### src/rtl/router_egress_arbiter_if.sv
`default_nettype none
//==============================================================================
// Interface : router_egress_arbiter_if
// Purpose   : Bundles the three router FIFO read ports, the downstream egress
//             byte channel and the arbiter status outputs.
// Modports  : master - arbiter side (consumes FIFO heads, drives egress)
//             slave  - FIFO / downstream side
// Signals   : fifo_empty_0..2, dout_0..2, out_ready     (to arbiter)
//             read_enb_0..2, data_out, data_vld, sop, eop, grant,
//             soft_reset_0..2, abort, busy [, parity_err] (from arbiter)
// Options   : ARB_PARITY_CHK_EN - adds the parity_err signal
// Revision  : 1.0 - initial release
//==============================================================================
interface router_egress_arbiter_if #(
  parameter int WIDTH = 8
);
  logic             fifo_empty_0;
  logic             fifo_empty_1;
  logic             fifo_empty_2;
  logic [WIDTH-1:0] dout_0;
  logic [WIDTH-1:0] dout_1;
  logic [WIDTH-1:0] dout_2;
  logic             out_ready;
  logic             read_enb_0;
  logic             read_enb_1;
  logic             read_enb_2;
  logic [WIDTH-1:0] data_out;
  logic             data_vld;
  logic             sop;
  logic             eop;
  logic [1:0]       grant;
  logic             soft_reset_0;
  logic             soft_reset_1;
  logic             soft_reset_2;
  logic             abort;
  logic             busy;
`ifdef ARB_PARITY_CHK_EN
  logic             parity_err;
`endif

  modport master (
    input  fifo_empty_0, fifo_empty_1, fifo_empty_2,
    input  dout_0, dout_1, dout_2, out_ready,
    output read_enb_0, read_enb_1, read_enb_2,
    output data_out, data_vld, sop, eop, grant,
    output soft_reset_0, soft_reset_1, soft_reset_2,
    output abort, busy
`ifdef ARB_PARITY_CHK_EN
    , output parity_err
`endif
  );

  modport slave (
    output fifo_empty_0, fifo_empty_1, fifo_empty_2,
    output dout_0, dout_1, dout_2, out_ready,
    input  read_enb_0, read_enb_1, read_enb_2,
    input  data_out, data_vld, sop, eop, grant,
    input  soft_reset_0, soft_reset_1, soft_reset_2,
    input  abort, busy
`ifdef ARB_PARITY_CHK_EN
    , input parity_err
`endif
  );
endinterface
`default_nettype wire

### src/rtl/router_egress_arbiter.sv
`default_nettype none
//==============================================================================
// Module   : router_egress_arbiter
// Purpose  : Packet-granular round-robin arbiter draining three router output
//            FIFOs onto one egress byte channel. Packet length comes from the
//            header (len=[7:2]); a starved FIFO is soft-reset after TIMEOUT
//            consecutive starved cycles mid-packet.
// Ports    : clock   - system clock, rising edge
//            resetn  - asynchronous active-low reset
//            bus     - router_egress_arbiter_if.master: FIFO empty/head/pop,
//                      out_ready, registered data_out/data_vld/sop/eop,
//                      grant (2'b11 = none), soft_reset_0..2, abort, busy
// Options  : ARB_PARITY_CHK_EN - adds parity_err, a running-XOR check of the
//            header+payload against the trailing parity byte
// Revision : 1.0 - initial release
//==============================================================================
module router_egress_arbiter #(
  parameter int WIDTH   = 8,   // header layout needs WIDTH >= 8
  parameter int TIMEOUT = 30
) (
  input  wire logic               clock,
  input  wire logic               resetn,
  router_egress_arbiter_if.master bus
);
  localparam int         TO_W       = $clog2(TIMEOUT + 1);
  localparam logic [0:0] c_IDLE     = 1'b0;
  localparam logic [0:0] c_XFER     = 1'b1;
  localparam logic [1:0] c_NO_GRANT = 2'b11;

  logic [0:0]       r_state;
  logic [0:0]       w_state_nxt;
  logic [1:0]       r_grant;
  logic [1:0]       r_last_grant;
  logic [6:0]       r_byte_cnt;
  logic [5:0]       r_len;
  logic [TO_W-1:0]  r_to_cnt;
  logic [WIDTH-1:0] r_data_out;
  logic             r_data_vld;
  logic             r_sop;
  logic             r_eop;
  logic [2:0]       r_soft_reset;
  logic             r_abort;

  logic [2:0]       w_empty;
  logic             w_g_empty;
  logic [WIDTH-1:0] w_head;
  logic [2:0]       w_grant_oh;
  logic [1:0]       w_c0, w_c1, w_c2;
  logic             w_win_vld;
  logic [1:0]       w_win;
  logic [2:0]       w_read_enb;
  logic             w_pop;
  logic             w_starve;
  logic             w_last;
  logic             w_timeout;
  logic             w_busy;

  function automatic logic [1:0] f_rr_next(input logic [1:0] i_idx);
    return (i_idx == 2'd2) ? 2'd0 : i_idx + 2'd1;
  endfunction

  assign w_empty    = {bus.fifo_empty_2, bus.fifo_empty_1, bus.fifo_empty_0};
  assign w_grant_oh = 3'b001 << r_grant;  // no-grant code shifts out to zero

  // Head byte and empty flag of the currently granted FIFO
  always_comb begin
    w_g_empty = 1'b1;
    w_head    = '0;
    case (r_grant)
      2'd0:    begin w_g_empty = bus.fifo_empty_0; w_head = bus.dout_0; end
      2'd1:    begin w_g_empty = bus.fifo_empty_1; w_head = bus.dout_1; end
      2'd2:    begin w_g_empty = bus.fifo_empty_2; w_head = bus.dout_2; end
      default: begin w_g_empty = 1'b1;             w_head = '0;         end
    endcase
  end

  // Round-robin search starting just after the last granted FIFO
  assign w_c0 = f_rr_next(r_last_grant);
  assign w_c1 = f_rr_next(w_c0);
  assign w_c2 = f_rr_next(w_c1);

  always_comb begin
    w_win_vld = 1'b1;
    w_win     = w_c0;
    if (!w_empty[w_c0])      w_win = w_c0;
    else if (!w_empty[w_c1]) w_win = w_c1;
    else if (!w_empty[w_c2]) w_win = w_c2;
    else begin
      w_win_vld = 1'b0;
      w_win     = c_NO_GRANT;
    end
  end

  // Byte len+1 is the parity byte; byte 0 is excluded because len is only
  // latched from the header on that pop.
  assign w_last    = (r_byte_cnt != 7'd0) && (r_byte_cnt == ({1'b0, r_len} + 7'd1));
  assign w_timeout = w_starve && (r_to_cnt == TO_W'(TIMEOUT - 1));

  // FSM: state register
  always_ff @(posedge clock or negedge resetn) begin
    if (!resetn) r_state <= c_IDLE;
    else         r_state <= w_state_nxt;
  end

  // FSM: next state
  always_comb begin
    w_state_nxt = r_state;
    case (r_state)
      c_IDLE:  if (w_win_vld) w_state_nxt = c_XFER;
      c_XFER:  if ((w_pop && w_last) || w_timeout) w_state_nxt = c_IDLE;
      default: w_state_nxt = c_IDLE;
    endcase
  end

  // FSM: outputs (pop and starve are mutually exclusive by construction)
  always_comb begin
    w_busy     = (r_state == c_XFER);
    w_read_enb = (w_busy && bus.out_ready && !w_g_empty) ? w_grant_oh : 3'b000;
    w_pop      = |w_read_enb;
    w_starve   = w_busy && bus.out_ready && w_g_empty;
  end

  // Datapath: grant bookkeeping, counters and registered egress
  always_ff @(posedge clock or negedge resetn) begin
    if (!resetn) begin
      r_grant      <= c_NO_GRANT;
      r_last_grant <= 2'd2;
      r_byte_cnt   <= '0;
      r_len        <= '0;
      r_to_cnt     <= '0;
      r_data_out   <= '0;
      r_data_vld   <= 1'b0;
      r_sop        <= 1'b0;
      r_eop        <= 1'b0;
      r_soft_reset <= 3'b000;
      r_abort      <= 1'b0;
    end else begin
      r_data_vld   <= w_pop;
      r_sop        <= w_pop && (r_byte_cnt == 7'd0);
      r_eop        <= w_pop && w_last;
      r_abort      <= w_timeout;
      r_soft_reset <= w_timeout ? w_grant_oh : 3'b000;
      if (w_pop) r_data_out <= w_head;

      if (r_state == c_IDLE) begin
        r_byte_cnt <= '0;
        r_to_cnt   <= '0;
        if (w_win_vld) begin
          r_grant      <= w_win;
          r_last_grant <= w_win;
        end
      end else if (w_pop) begin
        r_to_cnt <= '0;
        if (r_byte_cnt == 7'd0) r_len <= w_head[7:2];
        if (w_last) begin
          r_grant    <= c_NO_GRANT;
          r_byte_cnt <= '0;
        end else begin
          r_byte_cnt <= r_byte_cnt + 7'd1;
        end
      end else if (w_timeout) begin
        // last_grant keeps the abandoned FIFO so it drops to lowest priority
        r_grant    <= c_NO_GRANT;
        r_byte_cnt <= '0;
        r_to_cnt   <= '0;
      end else if (w_starve) begin
        r_to_cnt <= r_to_cnt + TO_W'(1);
      end
    end
  end

`ifdef ARB_PARITY_CHK_EN
  logic [WIDTH-1:0] r_par_acc;
  logic             r_parity_err;

  always_ff @(posedge clock or negedge resetn) begin
    if (!resetn) begin
      r_par_acc    <= '0;
      r_parity_err <= 1'b0;
    end else begin
      r_parity_err <= w_pop && w_last && (r_par_acc != w_head);
      if ((r_state == c_IDLE) || w_timeout) r_par_acc <= '0;
      else if (w_pop)                        r_par_acc <= w_last ? '0 : (r_par_acc ^ w_head);
    end
  end

  assign bus.parity_err = r_parity_err;
`endif

  assign bus.read_enb_0   = w_read_enb[0];
  assign bus.read_enb_1   = w_read_enb[1];
  assign bus.read_enb_2   = w_read_enb[2];
  assign bus.data_out     = r_data_out;
  assign bus.data_vld     = r_data_vld;
  assign bus.sop          = r_sop;
  assign bus.eop          = r_eop;
  assign bus.grant        = r_grant;
  assign bus.soft_reset_0 = r_soft_reset[0];
  assign bus.soft_reset_1 = r_soft_reset[1];
  assign bus.soft_reset_2 = r_soft_reset[2];
  assign bus.abort        = r_abort;
  assign bus.busy         = w_busy;
endmodule
`default_nettype wire

### src/flat_wrapper.sv
// flat-port wrapper written by rule: the top's interface ports become plain ports
module router_egress_arbiter_flat 
#(
  parameter int WIDTH   = 8,                                    
  parameter int TIMEOUT = 30
)
  (clock, resetn, bus_fifo_empty_0, bus_fifo_empty_1, bus_fifo_empty_2, bus_dout_0, bus_dout_1, bus_dout_2, bus_out_ready, bus_read_enb_0, bus_read_enb_1, bus_read_enb_2, bus_data_out, bus_data_vld, bus_sop, bus_eop, bus_grant, bus_soft_reset_0, bus_soft_reset_1, bus_soft_reset_2, bus_abort, bus_busy);
  router_egress_arbiter_if #(.WIDTH(WIDTH)) bus_i ();
  input  wire logic clock;
  input  wire logic resetn;
  input wire logic [$bits(bus_i.fifo_empty_0)-1:0] bus_fifo_empty_0;
  input wire logic [$bits(bus_i.fifo_empty_1)-1:0] bus_fifo_empty_1;
  input wire logic [$bits(bus_i.fifo_empty_2)-1:0] bus_fifo_empty_2;
  input wire logic [$bits(bus_i.dout_0)-1:0] bus_dout_0;
  input wire logic [$bits(bus_i.dout_1)-1:0] bus_dout_1;
  input wire logic [$bits(bus_i.dout_2)-1:0] bus_dout_2;
  input wire logic [$bits(bus_i.out_ready)-1:0] bus_out_ready;
  output wire logic [$bits(bus_i.read_enb_0)-1:0] bus_read_enb_0;
  output wire logic [$bits(bus_i.read_enb_1)-1:0] bus_read_enb_1;
  output wire logic [$bits(bus_i.read_enb_2)-1:0] bus_read_enb_2;
  output wire logic [$bits(bus_i.data_out)-1:0] bus_data_out;
  output wire logic [$bits(bus_i.data_vld)-1:0] bus_data_vld;
  output wire logic [$bits(bus_i.sop)-1:0] bus_sop;
  output wire logic [$bits(bus_i.eop)-1:0] bus_eop;
  output wire logic [$bits(bus_i.grant)-1:0] bus_grant;
  output wire logic [$bits(bus_i.soft_reset_0)-1:0] bus_soft_reset_0;
  output wire logic [$bits(bus_i.soft_reset_1)-1:0] bus_soft_reset_1;
  output wire logic [$bits(bus_i.soft_reset_2)-1:0] bus_soft_reset_2;
  output wire logic [$bits(bus_i.abort)-1:0] bus_abort;
  output wire logic [$bits(bus_i.busy)-1:0] bus_busy;
  assign bus_i.fifo_empty_0 = bus_fifo_empty_0;
  assign bus_i.fifo_empty_1 = bus_fifo_empty_1;
  assign bus_i.fifo_empty_2 = bus_fifo_empty_2;
  assign bus_i.dout_0 = bus_dout_0;
  assign bus_i.dout_1 = bus_dout_1;
  assign bus_i.dout_2 = bus_dout_2;
  assign bus_i.out_ready = bus_out_ready;
  assign bus_read_enb_0 = bus_i.read_enb_0;
  assign bus_read_enb_1 = bus_i.read_enb_1;
  assign bus_read_enb_2 = bus_i.read_enb_2;
  assign bus_data_out = bus_i.data_out;
  assign bus_data_vld = bus_i.data_vld;
  assign bus_sop = bus_i.sop;
  assign bus_eop = bus_i.eop;
  assign bus_grant = bus_i.grant;
  assign bus_soft_reset_0 = bus_i.soft_reset_0;
  assign bus_soft_reset_1 = bus_i.soft_reset_1;
  assign bus_soft_reset_2 = bus_i.soft_reset_2;
  assign bus_abort = bus_i.abort;
  assign bus_busy = bus_i.busy;
  router_egress_arbiter #(.WIDTH(WIDTH), .TIMEOUT(TIMEOUT)) u_core (.clock(clock), .resetn(resetn), .bus(bus_i));
endmodule
### config.mk
export PLATFORM = sky130hd
export DESIGN_NAME = router_egress_arbiter_flat
export DESIGN_NICKNAME = d
export VERILOG_FILES = /design/src/rtl/router_egress_arbiter_if.sv /design/src/rtl/router_egress_arbiter.sv /design/src/flat_wrapper.sv
export SDC_FILE = /design/constraint.sdc
export NUM_CORES = 1
export LEC_CHECK = 0
export CAP_MARGIN = 5
export CORE_ASPECT_RATIO = 1.5
export CORE_MARGIN = 1.5
export CORE_UTILIZATION = 50
export CTS_CLUSTER_DIAMETER = 150
export CTS_CLUSTER_SIZE = 16
export DETAILED_ROUTE_END_ITERATION = 8
export PLACE_DENSITY_LB_ADDON = 0.1
export SYNTH_ARGS = -nofsm -noshare
export SYNTH_HDL_FRONTEND = slang
export SYNTH_SLANG_ARGS = --single-unit
### constraint.sdc
create_clock -name clock -period 2.35 [get_ports clock]
set_input_delay 0.47 -clock clock [delete_from_list [all_inputs] [get_ports clock]]
set_output_delay 0.47 -clock clock [all_outputs]
set_load 0.1 [all_outputs]
**After elaboration in Yosys (flattened, before gate mapping)**

Cells that the tools add are included.

- Input port bits: 30
- Flip-flop bits (word level): 38

- Multiplexer cells: 35
- Eq/ne operators: 10
- Reductions and logical operators: 17
- Shift-type cells: 1
- Bitwise gates (word level): 1
- Add/sub/neg operators: 6
- Order comparisons: 3

Operators by type and width:

| cell | count |
|---|---|
| 7-bit two-way mux | 4 |
| 8-bit one-hot mux with 3 select lines | 1 |
| 2-bit two-way mux | 11 |
| 5-bit two-way mux | 4 |
| 2-bit by 3-bit less-than comparator with 1-bit output (second input constant) | 3 |
| 2-bit == test (second input constant) | 4 |
| 1-bit two-way mux | 8 |
| 6-bit by 1-bit adder with 7-bit output (second input constant) | 1 |
| 7-bit by 1-bit adder with 7-bit output (second input constant) | 1 |
| 7-bit == test | 1 |
| 1-bit logical AND | 7 |
| 7-bit zero test | 1 |
| 7-bit nonzero test | 1 |
| 2-bit by 1-bit adder with 2-bit output (second input constant) | 3 |
| 1-bit binary-select mux with 2-bit select | 3 |
| 3-bit two-way mux | 2 |
| 3-bit inequality test (second input constant) | 2 |
| 3-bit AND reduction | 2 |
| 5-bit by 1-bit adder with 5-bit output (second input constant) | 1 |
| 5-bit == test (second input constant) | 1 |
| 4-bit inequality test (second input constant) | 1 |
| 1-bit one-hot mux with 3 select lines | 1 |
| 3-bit OR reduction | 1 |
| 1-bit by 2-bit left shift with 3-bit output (first input constant) | 1 |
| 8 further kinds | 8 |

**Depth between registers and ports, before layout**

- Word-level depth: 13
- Depth in mapped cells: 8

**Worst setup path after synthesis**

OpenSTA, ideal clock, no wires.

- Kind: register to output
- Start point: reg u_core.r_grant[0] (netlist: u_core.bus.grant[0])
- End point: out bus_read_enb_1
- Arrival time: 4216 ps
- Cell stages (with the launch flop): 7
- Slack: -2336 ps
- Path through: dfstp_2 > buf_6 > mux2_4 > o22ai_4 > nand3_4 > clkbuf_1 > nor3b_1

- Longest elaborated chain between the ends: 5

Ends and longest elaborated chain:

| what | RTL line | source |
|---|---|---|
| start, declared | router_egress_arbiter.sv:32 | `logic [1:0] r_grant;` |
| start signal, assigned | router_egress_arbiter.sv:126 | `r_grant <= c_NO_GRANT;` |
| start signal, assigned | router_egress_arbiter.sv:149 | `r_grant <= w_win;` |
| start signal, assigned | router_egress_arbiter.sv:156 | `r_grant <= c_NO_GRANT;` |
| 2-bit == test, or another cell as far along | router_egress_arbiter.sv:69 | `case (r_grant)` |
| 1-bit one-hot mux with 3 select lines | router_egress_arbiter.sv:69 |  |
| 1-bit zero test | router_egress_arbiter.sv:118 | `w_read_enb = (w_busy && bus.out_ready && !w_g_empty) ? w_grant_oh : 3'b000;` |
| 1-bit logical AND | router_egress_arbiter.sv:118 |  |
| 3-bit two-way mux * | router_egress_arbiter.sv:118 |  |
| end, declared | flat_wrapper.sv:19 | `output wire logic [$bits(bus_i.read_enb_1)-1:0] bus_read_enb_1;` |

Every way passes the cells marked *; elsewhere a longest branch is shown, timed or not.

**Final worst setup path**

Ends and elaborated chain as after synthesis.

==> results.yml <==
run_status:
  status: "finished with violations"
  violations: "negative setup slack"
drt:
  wirelength_mm: 5.30
  vias_per_cell: 5.51
  routedWlPerCell_um: 15.5
  drt_first_pass_iters: 4
  first_iter_violations: 46
  via_count: 1886
  postRouteAntennaNets: 0
  drc: 0
logic_synthesis:
  syn_area_per_cell_um2: 9.76
  synth_top_area_cell: "dfrtp_1"
  synth.cell_area_um2: 2220
  synth_cell_type_count: 52
  yosysWarnings: 0
  synth_cells: 227
  synth_edf_count: 0
  ys.flop_type: "dfrtp_1"
  seq_area_frac_synth: 0.431
  synth-seq-cells: 38
  syn_nets: 262
  async_reset_ff_frac: 1.00
  synth_common_cells: "dfrtp_1 (35), nand2_1 (28), nor2_1 (16)"
  yosysMostFrequentCell: "dfrtp_1"
  synth_top_area_share: 0.395
  yosys-top-cells-area: "dfrtp_1 (40%), mux2i_1 (5.4%), nand2_1 (4.7%)"
setup_path:
  startpoint: "u_core.bus.grant[0]"
  timing.rr.start: "u_core.bus.grant[0]"
  cp_slowest_cell: "dfstp_4"
  worstPathRequired_ps: 1880
  critPathArrivalTime_ps: 2020
  start_kind: "flop"
  end_kind: "primary output"
  rrSetupSlack_ps: 180
  reg2regPathDepth: 7
  crit_family: "flip-flops"
  cp.depth: 5
  rr_endpoint: "u_core.r_len[5]"
  crit_buf_inv: 1
  slowest_delay_ps: 640
  cp-endpoint: "bus_read_enb_1"
  path_cells: "mux2_4, o22ai_4, nand3_4, nor3b_4, buf_12"
  critPathMaxFanout: 4
  path_class: "reg2out"
clock_tree:
  root_buffer: "clkbuf_8"
  cts.clk_slew.worst_paths_ps: 80
  insertion_delay_ps: 300
  cts_tree: "done"
  h-tree-depth: 2
  cts_made_buffers: 5
  clock_tree.buffer_depth: 2
  clock_sinks: 38
timing:
  layout_setup_ws_ps: -145
  fmax_mhz: 401
  tightest_slew_ps: 831
  hold_viol: 0
  rsz0062_at_grt: "yes"
  slew_headroom: 0.446
  finalSetupViolCount: 3
  min_period_ps: 2490
  slew_violations: 0
  finalCritPeriodShare: 1.06
  finalClockSkew_ps: 14.3
floorplanning:
  start_util: 0.522
  die_w_um: 57.4
  pin_count: 51
  fp.dieArea_um2: 4850
  fp.dieH_um: 84.5
  placementRows: 29
  core_area_um2: 4250
job:
  cap_violations: 0
power:
  power_density_nw_per_um2: 1370
  total_power_uw: 4200
  vdd_drop_max_v: 0.00148
  p_leak_uw: 0.00139
placement:
  placed_cells: 332
  gp_congestion: 0.780
  place_area_um2: 2900
  port_buffers: 50
  dp_hpwl_mm: 4.06
layout:
  diodes: 0
  fin_nets: 330
  syn_to_final_growth_pct: 38.1
  final_core_util: 0.721
  stdcell_count: 342
  layout-drive-gt1-share: 0.236
  design_area_um2: 3060
grt:
  grt_overflow: 0
  grt_pass1_wl_mm: 9.07
  track_usage: 0.239
  antenna_found_initial: 0
  grt_max_degree: 39
  grt_pass1_vias: 1920
worst_hold_path:
  hold_path.class: "in2async"
==> final cells by class <==
cell class                      instances  area, um2
Inverter                               14       57.6
Sequential cell                        38        962
Tap cell                               46       57.6
Fill cell                             351       1180
Clock inverter                          2       60.1
Timing Repair Buffer                   72        671
Multi-Input combinational cell        164       1170
Clock buffer                            6       82.6
==> how the worst min path moves through the flow <==
stage / startpoint / endpoint / depth (start not counted)
2_1_floorplan: resetn / u_core.bus.abort / 0
3_3_place_gp: u_core.bus.data_out[1] / u_core.bus.data_out[1] / 2
3_5_place_dp: u_core.bus.data_out[7] / u_core.bus.data_out[7] / 2
4_1_cts: resetn / u_core.r_byte_cnt[4] / 1
5_1_grt: resetn / u_core.r_byte_cnt[3] / 1
6_report: resetn / u_core.r_byte_cnt[4] / 1
==> power breakdown <==
group          switching [uW]  internal (uW)  total, uW
Combinational            1550            857       2410
Sequential                211            892       1100
Clock                     236            453        689
==> layout by cell type, fill, tap and decap left out, types with 3 or more instances in the layout <==
cell type        synthesis  final
buf_12                   0      5
and3_1                   3      3
nand2b_1                 3      3
a21oi_1                 11     11
nor2b_1                  4      4
xnor2_1                  5      5
dfrtp_1                 35     35
nor2_1                  16     15
nand4_1                  5      5
mux2i_1                 12     12
o21ai_0                 12     12
clkdlybuf4s50_1          0     28
nand3_1                  6      6
xor2_1                   5      5
buf_4                    0     38
nand2_1                 28     28
ha_1                     5      5
o211ai_1                 5      5
clkbuf_8                 0      6
mux2_4                   3      3
o311ai_0                 5      5
inv_1                   13     13
==> metal layers <==
layer | share of wire | global-route usage | vias up
met5 | 0 | 0 | -
met4 | 0.021 | 0.0825 | 0
met3 | 0.035 | 0.0539 | 13
met2 | 0.55 | 0.410 | 47
met1 | 0.40 | 0.289 | 884
li1 | - | - | 942
==> registers in the layout, indices dropped and copies added, names as in the netlist <==
register             count
u_core.bus.abort         1
u_core.bus.data_out      8
u_core.r_last_grant      2
u_core.bus.data_vld      1
u_core.bus.grant         2
u_core.bus.sop           1
u_core.r_len             6
u_core.bus.busy          1
u_core.r_byte_cnt        7
u_core.bus.eop           1
u_core.r_to_cnt          5
u_core.r_soft_reset      3
==> metrics by stage <==
step	TNS, ps	hold WS [ps]	setup slack [ps]
after floorplan	-2520	174	-811
after global placement	-131	465	-47.1
after detailed placement	-426	473	-76.4
after CTS	-281	287	-148
after global routing	-589	333	-201
final	-423	266	-145
==> what timing repair did <==
item / in CTS / in global routing
hold endpoints to repair: 0 / 0
endpoints found under the setup margin: 3 / 10
gates resized for setup: 0 / 1
setup buffers: 1 / 2
pin swaps: 0 / 1
hold buffers: 0 / 0
==> cells by family (layout without fill, tap and decap cells) <==
logic type               count (synthesis)  after routing  synth area share
adder cells (fa/ha/maj)                  5              5            0.0282
AO/OA/AOI/OAI                           55             55             0.180
AND/OR/NAND/NOR                         78             78             0.185
buffers and inverters                   25             94            0.0548
flip-flops                              38             38             0.431
XOR/XNOR                                11             11            0.0469
multiplexers                            15             15            0.0745
(Power assumes the default switching activity.)
